File: src/rtl/cpld_uart_responder.sv
// Device end of the CPLD UART bridge: bytes written on wrn go out on txd as 8N1, bytes framed on rxd are read back on rdn.
// Bus strobes take effect 3 clk after the pad edge; one-byte holding register, and writes while it is full are dropped.
module cpld_uart_responder #(
  parameter int CLK_FREQ = 50000000,
  parameter int BAUD     = 9600
) (
  input  logic       clk,
  input  logic       rst,
  input  logic       rdn,
  input  logic       wrn,
  input  logic [7:0] bus_data_i,
  output logic [7:0] bus_data_o,
  output logic       bus_data_oe,
  output logic       dataready,
  output logic       tbre,
  output logic       tsre,
  input  logic       rxd,
  output logic       txd,
  output logic       frame_err,
  output logic       overrun
);

  localparam int DIV = CLK_FREQ / BAUD;
  localparam int CW  = (DIV > 1) ? $clog2(DIV) : 1;
  localparam logic [CW-1:0] BIT_LAST  = CW'(DIV - 1);
  localparam logic [CW-1:0] HALF_LAST = CW'(DIV / 2 - 1);

  localparam logic [1:0] ST_IDLE  = 2'd0;
  localparam logic [1:0] ST_START = 2'd1;
  localparam logic [1:0] ST_DATA  = 2'd2;
  localparam logic [1:0] ST_STOP  = 2'd3;

  logic [1:0] rdn_sync, wrn_sync, rxd_sync;
  logic       rdn_q, wrn_q, rxd_q;
  logic       rdn_s, wrn_s, rxd_s;
  logic       rd_rise, wr_rise, rx_fall;

  // Strobes and rxd idle high, so the synchronisers reset to 1 to avoid a false edge.
  always_ff @(posedge clk or posedge rst) begin
    if (rst) begin
      rdn_sync <= 2'b11;
      wrn_sync <= 2'b11;
      rxd_sync <= 2'b11;
      rdn_q    <= 1'b1;
      wrn_q    <= 1'b1;
      rxd_q    <= 1'b1;
    end else begin
      rdn_sync <= {rdn_sync[0], rdn};
      wrn_sync <= {wrn_sync[0], wrn};
      rxd_sync <= {rxd_sync[0], rxd};
      rdn_q    <= rdn_sync[1];
      wrn_q    <= wrn_sync[1];
      rxd_q    <= rxd_sync[1];
    end
  end

  assign rdn_s   = rdn_sync[1];
  assign wrn_s   = wrn_sync[1];
  assign rxd_s   = rxd_sync[1];
  assign rd_rise = rdn_s & ~rdn_q;
  assign wr_rise = wrn_s & ~wrn_q;
  assign rx_fall = ~rxd_s & rxd_q;

  logic [7:0]    wr_data, hold, tx_shift;
  logic [1:0]    tx_state;
  logic [CW-1:0] tx_cnt;
  logic [2:0]    tx_bit;
  logic          tx_bit_end, tx_load;

  always_ff @(posedge clk or posedge rst) begin
    if (rst)         wr_data <= 8'h00;
    else if (!wrn_s) wr_data <= bus_data_i;
  end

  assign tx_bit_end = (tx_cnt == BIT_LAST);
  assign tx_load    = !tbre && ((tx_state == ST_IDLE) || (tx_state == ST_STOP && tx_bit_end));

  always_ff @(posedge clk or posedge rst) begin
    if (rst) begin
      hold     <= 8'h00;
      tbre     <= 1'b1;
      tsre     <= 1'b1;
      txd      <= 1'b1;
      tx_state <= ST_IDLE;
      tx_cnt   <= '0;
      tx_bit   <= 3'd0;
      tx_shift <= 8'h00;
    end else begin
      // A write only lands while the holding register is empty; tx_load only fires while it is full.
      if (wr_rise && tbre) begin
        hold <= wr_data;
        tbre <= 1'b0;
      end
      if (tx_load) begin
        tx_shift <= hold;
        tbre     <= 1'b1;
        tsre     <= 1'b0;
        txd      <= 1'b0;
        tx_state <= ST_START;
        tx_cnt   <= '0;
        tx_bit   <= 3'd0;
      end else if (tx_state != ST_IDLE) begin
        if (!tx_bit_end) begin
          tx_cnt <= tx_cnt + CW'(1);
        end else begin
          tx_cnt <= '0;
          case (tx_state)
            ST_START: begin
              tx_state <= ST_DATA;
              txd      <= tx_shift[0];
            end
            ST_DATA: begin
              tx_bit   <= tx_bit + 3'd1;
              tx_shift <= {1'b0, tx_shift[7:1]};
              if (tx_bit == 3'd7) begin
                tx_state <= ST_STOP;
                txd      <= 1'b1;
              end else begin
                txd <= tx_shift[1];
              end
            end
            default: begin
              tx_state <= ST_IDLE;
              tsre     <= 1'b1;
            end
          endcase
        end
      end
    end
  end

  logic [1:0]    rx_state;
  logic [CW-1:0] rx_cnt;
  logic [2:0]    rx_bit;
  logic [7:0]    rx_shift, rx_buf;
  logic          rx_brk, rx_done;

  assign rx_done = (rx_state == ST_STOP) && !rx_brk && (rx_cnt == BIT_LAST) && rxd_s;

  always_ff @(posedge clk or posedge rst) begin
    if (rst) begin
      rx_state  <= ST_IDLE;
      rx_cnt    <= '0;
      rx_bit    <= 3'd0;
      rx_shift  <= 8'h00;
      rx_brk    <= 1'b0;
      frame_err <= 1'b0;
    end else begin
      frame_err <= 1'b0;
      case (rx_state)
        ST_IDLE: begin
          if (rx_fall) begin
            rx_state <= ST_START;
            rx_cnt   <= '0;
          end
        end
        ST_START: begin
          if (rx_cnt == HALF_LAST) begin
            rx_cnt   <= '0;
            rx_bit   <= 3'd0;
            rx_state <= rxd_s ? ST_IDLE : ST_DATA;
          end else begin
            rx_cnt <= rx_cnt + CW'(1);
          end
        end
        ST_DATA: begin
          if (rx_cnt == BIT_LAST) begin
            rx_cnt   <= '0;
            rx_shift <= {rxd_s, rx_shift[7:1]};
            rx_bit   <= rx_bit + 3'd1;
            if (rx_bit == 3'd7) rx_state <= ST_STOP;
          end else begin
            rx_cnt <= rx_cnt + CW'(1);
          end
        end
        default: begin
          // After a bad stop bit, hold off until the line returns high so a break is not seen as a new start.
          if (rx_brk) begin
            if (rxd_s) begin
              rx_brk   <= 1'b0;
              rx_state <= ST_IDLE;
            end
          end else if (rx_cnt == BIT_LAST) begin
            rx_cnt <= '0;
            if (rxd_s) begin
              rx_state <= ST_IDLE;
            end else begin
              frame_err <= 1'b1;
              rx_brk    <= 1'b1;
            end
          end else begin
            rx_cnt <= rx_cnt + CW'(1);
          end
        end
      endcase
    end
  end

  // A byte completing in the same cycle as a read clear wins and is not an overrun.
  always_ff @(posedge clk or posedge rst) begin
    if (rst) begin
      rx_buf    <= 8'h00;
      dataready <= 1'b0;
      overrun   <= 1'b0;
    end else begin
      overrun <= 1'b0;
      if (rx_done) begin
        rx_buf    <= rx_shift;
        dataready <= 1'b1;
        if (dataready && !rd_rise) overrun <= 1'b1;
      end else if (rd_rise) begin
        dataready <= 1'b0;
      end
    end
  end

  always_ff @(posedge clk or posedge rst) begin
    if (rst) bus_data_oe <= 1'b0;
    else     bus_data_oe <= ~rdn_s;
  end

  assign bus_data_o = rx_buf;

endmodule

File: config.mk
export PLATFORM = sky130hd
export DESIGN_NAME = cpld_uart_responder
export DESIGN_NICKNAME = d
export VERILOG_FILES = /design/src/rtl/cpld_uart_responder.sv
export SDC_FILE = /design/constraint.sdc
export NUM_CORES = 1
export LEC_CHECK = 0
export CELL_PAD_IN_SITES_DETAIL_PLACEMENT = 0
export CELL_PAD_IN_SITES_GLOBAL_PLACEMENT = 1
export CORE_MARGIN = 5
export CORE_UTILIZATION = 48
export CTS_BUF_LIST = sky130_fd_sc_hd__clkbuf_8 sky130_fd_sc_hd__clkbuf_16
export DETAILED_ROUTE_END_ITERATION = 10
export HOLD_SLACK_MARGIN = 0.08
export PLACE_DENSITY = 0.89
export SKIP_CTS_REPAIR_TIMING = 1
export SLEW_MARGIN = 20
export SYNTH_ARGS = -nofsm -noshare
export SYNTH_HDL_FRONTEND = slang
export SYNTH_SLANG_ARGS = --single-unit
File: constraint.sdc
create_clock -name clk -period 3.2 [get_ports clk]
set_clock_uncertainty 0.05 [all_clocks]
set_input_delay 0.48 -clock clk [delete_from_list [all_inputs] [get_ports clk]]
set_output_delay 0.48 -clock clk [all_outputs]
set_load 0.01 [all_outputs]
==> results.rst, run 1 <==
.. list-table::
   :header-rows: 1

   * - Metric
     - Value
   * - Final setup violation count
     - 0
   * - Max-cap check violation count
     - 0
   * - Post-synth net total
     - approximately 400
   * - Share of synthesized area spent on multiplexers
     - 0.08668
   * - Total number of vias
     - roughly 2.9k
   * - Post-placement cell count
     - 493
   * - Post-synthesis compound-gate area fraction
     - 0.1195
   * - Critical path launch point type
     - flop
   * - CP Buf/Inv Count
     - 0
   * - Number of standard cells in the final layout excluding fillers
     - ~510
   * - Routed length per placed instance
     - 15.61 um
   * - Static power due to leakage
     - 2.133 nW
   * - Setup tns final
     - 0 ps
   * - Post-route fraction of the period consumed by the critical path
     - 0.7749
   * - Wire length of the first global-routing pass
     - around 14 mm
   * - Gpl congestion
     - between 0.8 and 0.9
   * - Buffers from clock root to sink, at most
     - 2
   * - Number of remaining DRC errors
     - 0
   * - Area enclosed by the die boundary
     - 10890 um2
   * - Result of the run
     - complete, no violations
   * - Diodes inserted
     - 0
   * - Number of levels the H-tree was split into
     - 3
   * - Clock insertion delay at the later pin of the skew report
     - around 360 ps
   * - Slew at the pin with the worst max-slew slack
     - around 680 ps
   * - Number of DRC markers in iteration 0
     - ~120
   * - Average vias per placed instance
     - between 5 and 6
   * - Total routed wirelength
     - between 7 and 8 mm
   * - Fin. max-slew vios
     - 0
   * - Crit-path cells
     - ha_1 > and4b_1 > nand4b_1 > nand2_1 > o21ai_0 > a22o_1
   * - Number of fill cells in the layout
     - about 730
   * - Count of cell types in the netlist
     - between 50 and 60
   * - Setup crit end kind
     - flop
   * - Global Route Usage Sum
     - 0.1514
   * - Share of post-route cells with drive strength above 1
     - 0.1771
   * - Data arrival time of the critical path
     - between 2000 and 3000 ps
   * - Area fraction in and, or, nand and nor cells after synthesis
     - 0.1728
   * - Clock tree from TritonCTS
     - built
   * - Port bufs
     - 27
   * - Worst IR drop on VDD
     - roughly 320 uV
   * - Number of nets with antenna violations after detailed routing
     - 0
   * - Unrepaired setup endpoints after global routing
     - false
   * - PD cells
     - about 510 nW/um2
   * - WP data required
     - roughly 3400 ps
   * - Mapped Area
     - about 4300 um2
   * - Number of standard cells after synthesis
     - approximately 370
   * - Placeable core area
     - 8678 um2
   * - Most used cells in the layout excluding fill and tap cells
     - dfrtp_1, nand2_1, mux2_2, clkdlybuf4s50_1, o21ai_0
   * - Asr flop ratio synth
     - 1.000
   * - Number of global-route vias before repair
     - just under 3k
   * - Number of top-level design ports
     - 28
   * - Maximum number of pins on one net before global-route repair
     - 40
   * - Clock buffers created by TritonCTS
     - 9
   * - Std cell rows
     - 34
   * - Final cell utilization of the core
     - 0.5597
   * - Critical path type
     - flop to flop
   * - Max Clk Rate
     - approximately 400 MHz
   * - Area added between synthesis and finish
     - 13.68%
   * - Count of nets after finishing
     - between 400 and 500
   * - Worst-path cell with the longest stage delay
     - nand2_1
   * - Most used DFF post-synth
     - dfrtp_1
   * - Top Family by Delay on Critical Path
     - simple AND/OR/NAND/NOR gates
   * - Path category of the worst min-delay check
     - flop to flop
   * - Cell at the root of the clock tree
     - clkbuf_8
   * - Final Critical Period
     - between 2000 and 2500 ps
   * - Synthesized area per cell
     - between 10 and 15 um2
   * - Combinational family with the most area after synthesis
     - simple AND/OR/NAND/NOR gates
   * - TritonCTS Sinks
     - 93
   * - Antenna violations before repair
     - 0
   * - Leading cell type in the layout, fill and taps excluded
     - dfrtp_1
   * - Synthesized flop and latch total
     - 93
   * - Die Y
     - between 100 and 150 um
   * - Number of hold-slack violations in the final timing report
     - 0
   * - WHS
     - 312.1 ps
   * - Xor and xnor area share after synthesis
     - 0.01435
   * - Number of enable-type register cells in the synthesized netlist
     - 0
   * - Sequential-to-total area share from yosys stat
     - 0.5482
   * - Starting density of the core
     - 0.4924
   * - Die width
     - 104.4 um
   * - Detailed placement HPWL
     - approximately 5.6 mm
   * - Relative slew slack
     - 0.5455
   * - Delay contributed by the slowest stage of the critical path
     - 550 ps
   * - Adder-Cell Fraction of Synth Area
     - 0.02928
   * - Router iterations before antenna repair
     - 4
   * - Residual overflow from global routing
     - 0
   * - Yosys synthesis warning count
     - 0
   * - Max FO, Critical Path
     - 21
   * - Clock-pin slew on the worst setup and hold paths
     - about 100 ps
[report_power, final]
part           internal (mW)  switching, mW  leakage, nW
Combinational          0.147          0.115        0.837
Sequential              1.28          0.128         1.19
Clock                  0.395          0.428        0.108
[routing by layer]
layer  routed length, um  vias up  GRT usage
met5                   0        -          0
met4                 125        0    0.06290
met3                 289       12    0.03228
met2                3772       52     0.2380
met1                3757     1433     0.2027
li1                    -     1409          -
[synthesized netlist by cell type (5+ instances only)]
cell | number | area (um2)
o21ai_0 | 18 | 90.09
nand3_1 | 17 | 85.08
nand2b_1 | 7 | 43.79
o311ai_1 | 5 | 43.79
dfrtp_1 | 81 | 2027
mux2_2 | 30 | 337.8
a2bb2oi_1 | 9 | 78.83
nand2_1 | 32 | 120.1
nor2_1 | 17 | 63.81
inv_1 | 13 | 48.80
o31ai_1 | 5 | 37.54
nand4_1 | 8 | 50.05
nor4bb_1 | 5 | 50.05
clkbuf_1 | 5 | 18.77
o22ai_1 | 7 | 43.79
ha_1 | 10 | 125.1
a21oi_1 | 8 | 40.04
dfstp_2 | 12 | 315.3
[cells by family after synthesis]
| group | count (synthesis) |
|---|---|
| compound gates | 74 |
| xor+xnor | 7 |
| mux | 33 |
| fa+ha+maj | 10 |
| buf+inv | 26 |
| flops | 93 |
| simple gates | 124 |
[path summary, 6_finish.rpt]
check / startpoint / endpoint / slack, ps / depth (start not counted)
worst max-delay path: tx_cnt[0] / tx_bit[0] / 720 / 6
worst min-delay path: rxd_sync[0] / rxd_sync[1] / 310 / 0
worst max register to register: tx_cnt[0] / tx_bit[0] / 720 / 6
worst min register to register: rxd_sync[0] / rxd_sync[1] / 310 / 0
max in group asynchronous: rst / wrn_sync[1] / 1870 / 3
min in group asynchronous: rst / tx_state[0] / 480 / 2
[metrics by stage]
step	total power, mW	worst slack [ps]	area, um2
finish	2.498	720.2	4857
global route	2.631	542.6	4857
CTS	2.524	742.6	4857
detailed placement	1.698	800.3	4646
global placement	1.685	904.7	4646
floorplan	1.628	269.5	4273
[final cells by class]
type | count | area (um2) | share of cell area
clock buffer | 10 | 137.6 | 0.02834
clock inverter | 6 | 73.82 | 0.01520
inverter | 13 | 50.05 | 0.01030
multi-input combinational | 248 | 1805 | 0.3717
sequential | 93 | 2342 | 0.4822
tap | 108 | 135.1 | 0.02782
timing repair buffer | 31 | 312.8 | 0.06440
[flip-flops by register name (all words and copies together), names as in the netlist, 2 cells and up]
register	flops
bus_data_o	8
rx_bit	3
tx_bit	3
wr_data	8
rxd_sync	2
tx_cnt	13
hold	8
rx_state	2
tx_state	2
tx_shift	8
rx_cnt	13
rx_shift	8
wrn_sync	2
rdn_sync	2
No activity file was read; power rests on OpenSTA's default activity.
==> run 2: changes to the inputs <==
Clock period 3.2 ns to 2.4 ns, I/O delays scaled along.
==> results.rst, run 2 (same netlist as run 1, synthesis figures left out) <==
.. list-table::
   :header-rows: 1

   * - Metric
     - Value
   * - Result of the run
     - complete, no violations
   * - Total number of vias
     - slightly below 3k
   * - Residual overflow from global routing
     - 0
   * - Number of levels the H-tree was split into
     - 3
   * - Most used cells in the layout excluding fill and tap cells
     - dfrtp_1, nand2_1, mux2_2, clkdlybuf4s50_1, o21ai_0
   * - Post-route fraction of the period consumed by the critical path
     - 0.9215
   * - Path category of the worst min-delay check
     - flop to flop
   * - Routed length per placed instance
     - approximately 16 um
   * - Max Clk Rate
     - around 450 MHz
   * - Fin. max-slew vios
     - 0
   * - Number of hold-slack violations in the final timing report
     - 0
   * - Number of nets with antenna violations after detailed routing
     - 0
   * - Clock buffers created by TritonCTS
     - 9
   * - Crit-path cells
     - ha_1 > nand4bb_4 > nor3_1 > nor4bb_1 > buf_4 > mux2_2
   * - Slew at the pin with the worst max-slew slack
     - between 500 and 600 ps
   * - Final Critical Period
     - about 2200 ps
   * - Buffers from clock root to sink, at most
     - 2
   * - Static power due to leakage
     - around 2.2 nW
   * - Number of global-route vias before repair
     - roughly 3k
   * - Number of top-level design ports
     - 28
   * - Leading registers by flop count
     - rx_cnt: 13 flops, tx_cnt: 13 flops
   * - Fraction of power spent switching nets
     - 0.2660
   * - Share of post-route cells with drive strength above 1
     - 0.1861
   * - Diodes inserted
     - 0
   * - CP Buf/Inv Count
     - 1
   * - Area enclosed by the die boundary
     - 10890 um2
   * - Power share of the clock group
     - 0.341
   * - Final setup violation count
     - 0
   * - Sequential fraction of design power
     - 0.552
   * - WP data required
     - 2590 ps
   * - Unrepaired setup endpoints after global routing
     - false
   * - Top Family by Delay on Critical Path
     - simple AND/OR/NAND/NOR gates
   * - Placeable core area
     - approximately 8700 um2
   * - Relative slew slack
     - 0.6121
   * - Clock-pin slew on the worst setup and hold paths
     - around 100 ps
   * - Total routed wirelength
     - around 8.3 mm
   * - Part of the total power dissipated in combinational logic
     - 0.107
   * - Setup crit end kind
     - flop
   * - Starting density of the core
     - 0.4924
   * - Antenna violations before repair
     - 0
   * - Area added between synthesis and finish
     - 14.82%
   * - Number of DRC markers in iteration 0
     - around 160
   * - Setup tns final
     - 0 ps
   * - TritonCTS Sinks
     - slightly above 90
   * - Cell at the root of the clock tree
     - clkbuf_8
   * - Worst-path cell with the longest stage delay
     - dfrtp_1
   * - Port bufs
     - 27
   * - Std cell rows
     - 34
   * - Clock insertion delay at the later pin of the skew report
     - about 350 ps
   * - Critical path launch point type
     - flop
   * - Data arrival time of the critical path
     - 2400 ps
   * - Number of fill cells in the layout
     - about 740
   * - Die width
     - about 100 um
   * - Max-cap check violation count
     - 0
   * - Wire length of the first global-routing pass
     - ~14 mm
   * - Clock tree from TritonCTS
     - built
   * - WHS
     - ~310 ps
   * - Maximum number of pins on one net before global-route repair
     - 40
   * - Router iterations before antenna repair
     - 4
   * - Net load switching power
     - between 0.9 and 1 mW
   * - Gpl congestion
     - between 0.7 and 0.8
   * - Max FO, Critical Path
     - 9
   * - Detailed placement HPWL
     - approximately 5.5 mm
   * - Die Y
     - about 100 um
   * - Critical path type
     - flop to flop
   * - Power Internal
     - approximately 2.5 mW
   * - Average vias per placed instance
     - about 5.7
   * - PD cells
     - approximately 700 nW/um2
   * - Fin worst setup slack
     - 188.3 ps
   * - Worst IR drop on VDD
     - about 470 uV
   * - Global Route Usage Sum
     - 0.1567
   * - Count of nets after finishing
     - roughly 420
   * - Pre-CTS setup slack
     - roughly 190 ps
   * - Number of remaining DRC errors
     - 0
   * - Delay contributed by the slowest stage of the critical path
     - 410 ps
   * - Leading cell type in the layout, fill and taps excluded
     - dfrtp_1
## run 2: path summary, 6_finish.rpt
kind                       slack, ps         from             to  cells after the start
min                              310  wrn_sync[0]    wrn_sync[1]                      0
max                              190    rx_cnt[0]  bus_data_o[2]                      6
max in group asynchronous       1300          rst    rxd_sync[0]                      3
max reg2reg                      190    rx_cnt[0]  bus_data_o[2]                      6
min in group asynchronous        360          rst  bus_data_o[3]                      2
min reg2reg                      310  wrn_sync[0]    wrn_sync[1]                      0
## run 2: metal layers
layer / GRT usage / routed length (um) / vias to the layer above
li1: - / - / 1411
met1: 0.2103 / 3906 / 1444
met2: 0.2525 / 3910 / 57
met3: 0.03973 / 337 / 13
met4: 0.04255 / 117 / 0
met5: 0 / 0 / -
## run 2: per-stage QoR
step,util,power (mW),std cells,instance area [um2]
after global routing,0.5653,3.580,511,4906
after floorplan,-,2.171,367,4277
after detailed placement,0.5388,2.278,495,4676
final,0.5653,3.418,511,4906
after global placement,0.5388,2.255,495,4676
after CTS,0.5640,3.442,511,4895
## run 2: area by class of cell
class	count	area, um2	share of cell area
multi-input cells	248	1817	0.3703
inverters	13	52.55	0.01071
clock buffers	9	123.9	0.02525
well taps	108	135.1	0.02754
flip-flops and latches	93	2342	0.4774
clock inverters	7	95.09	0.01938
repair buffers	33	340.3	0.06937
## run 2: power groups by stage
stage	sequential, mW	combinational, mW	clock [mW]
floorplan	1.82	0.351	0
global placement	1.90	0.354	0
detailed placement	1.91	0.368	0
CTS	1.88	0.369	1.19
global route	1.91	0.414	1.25
finish	1.89	0.364	1.17
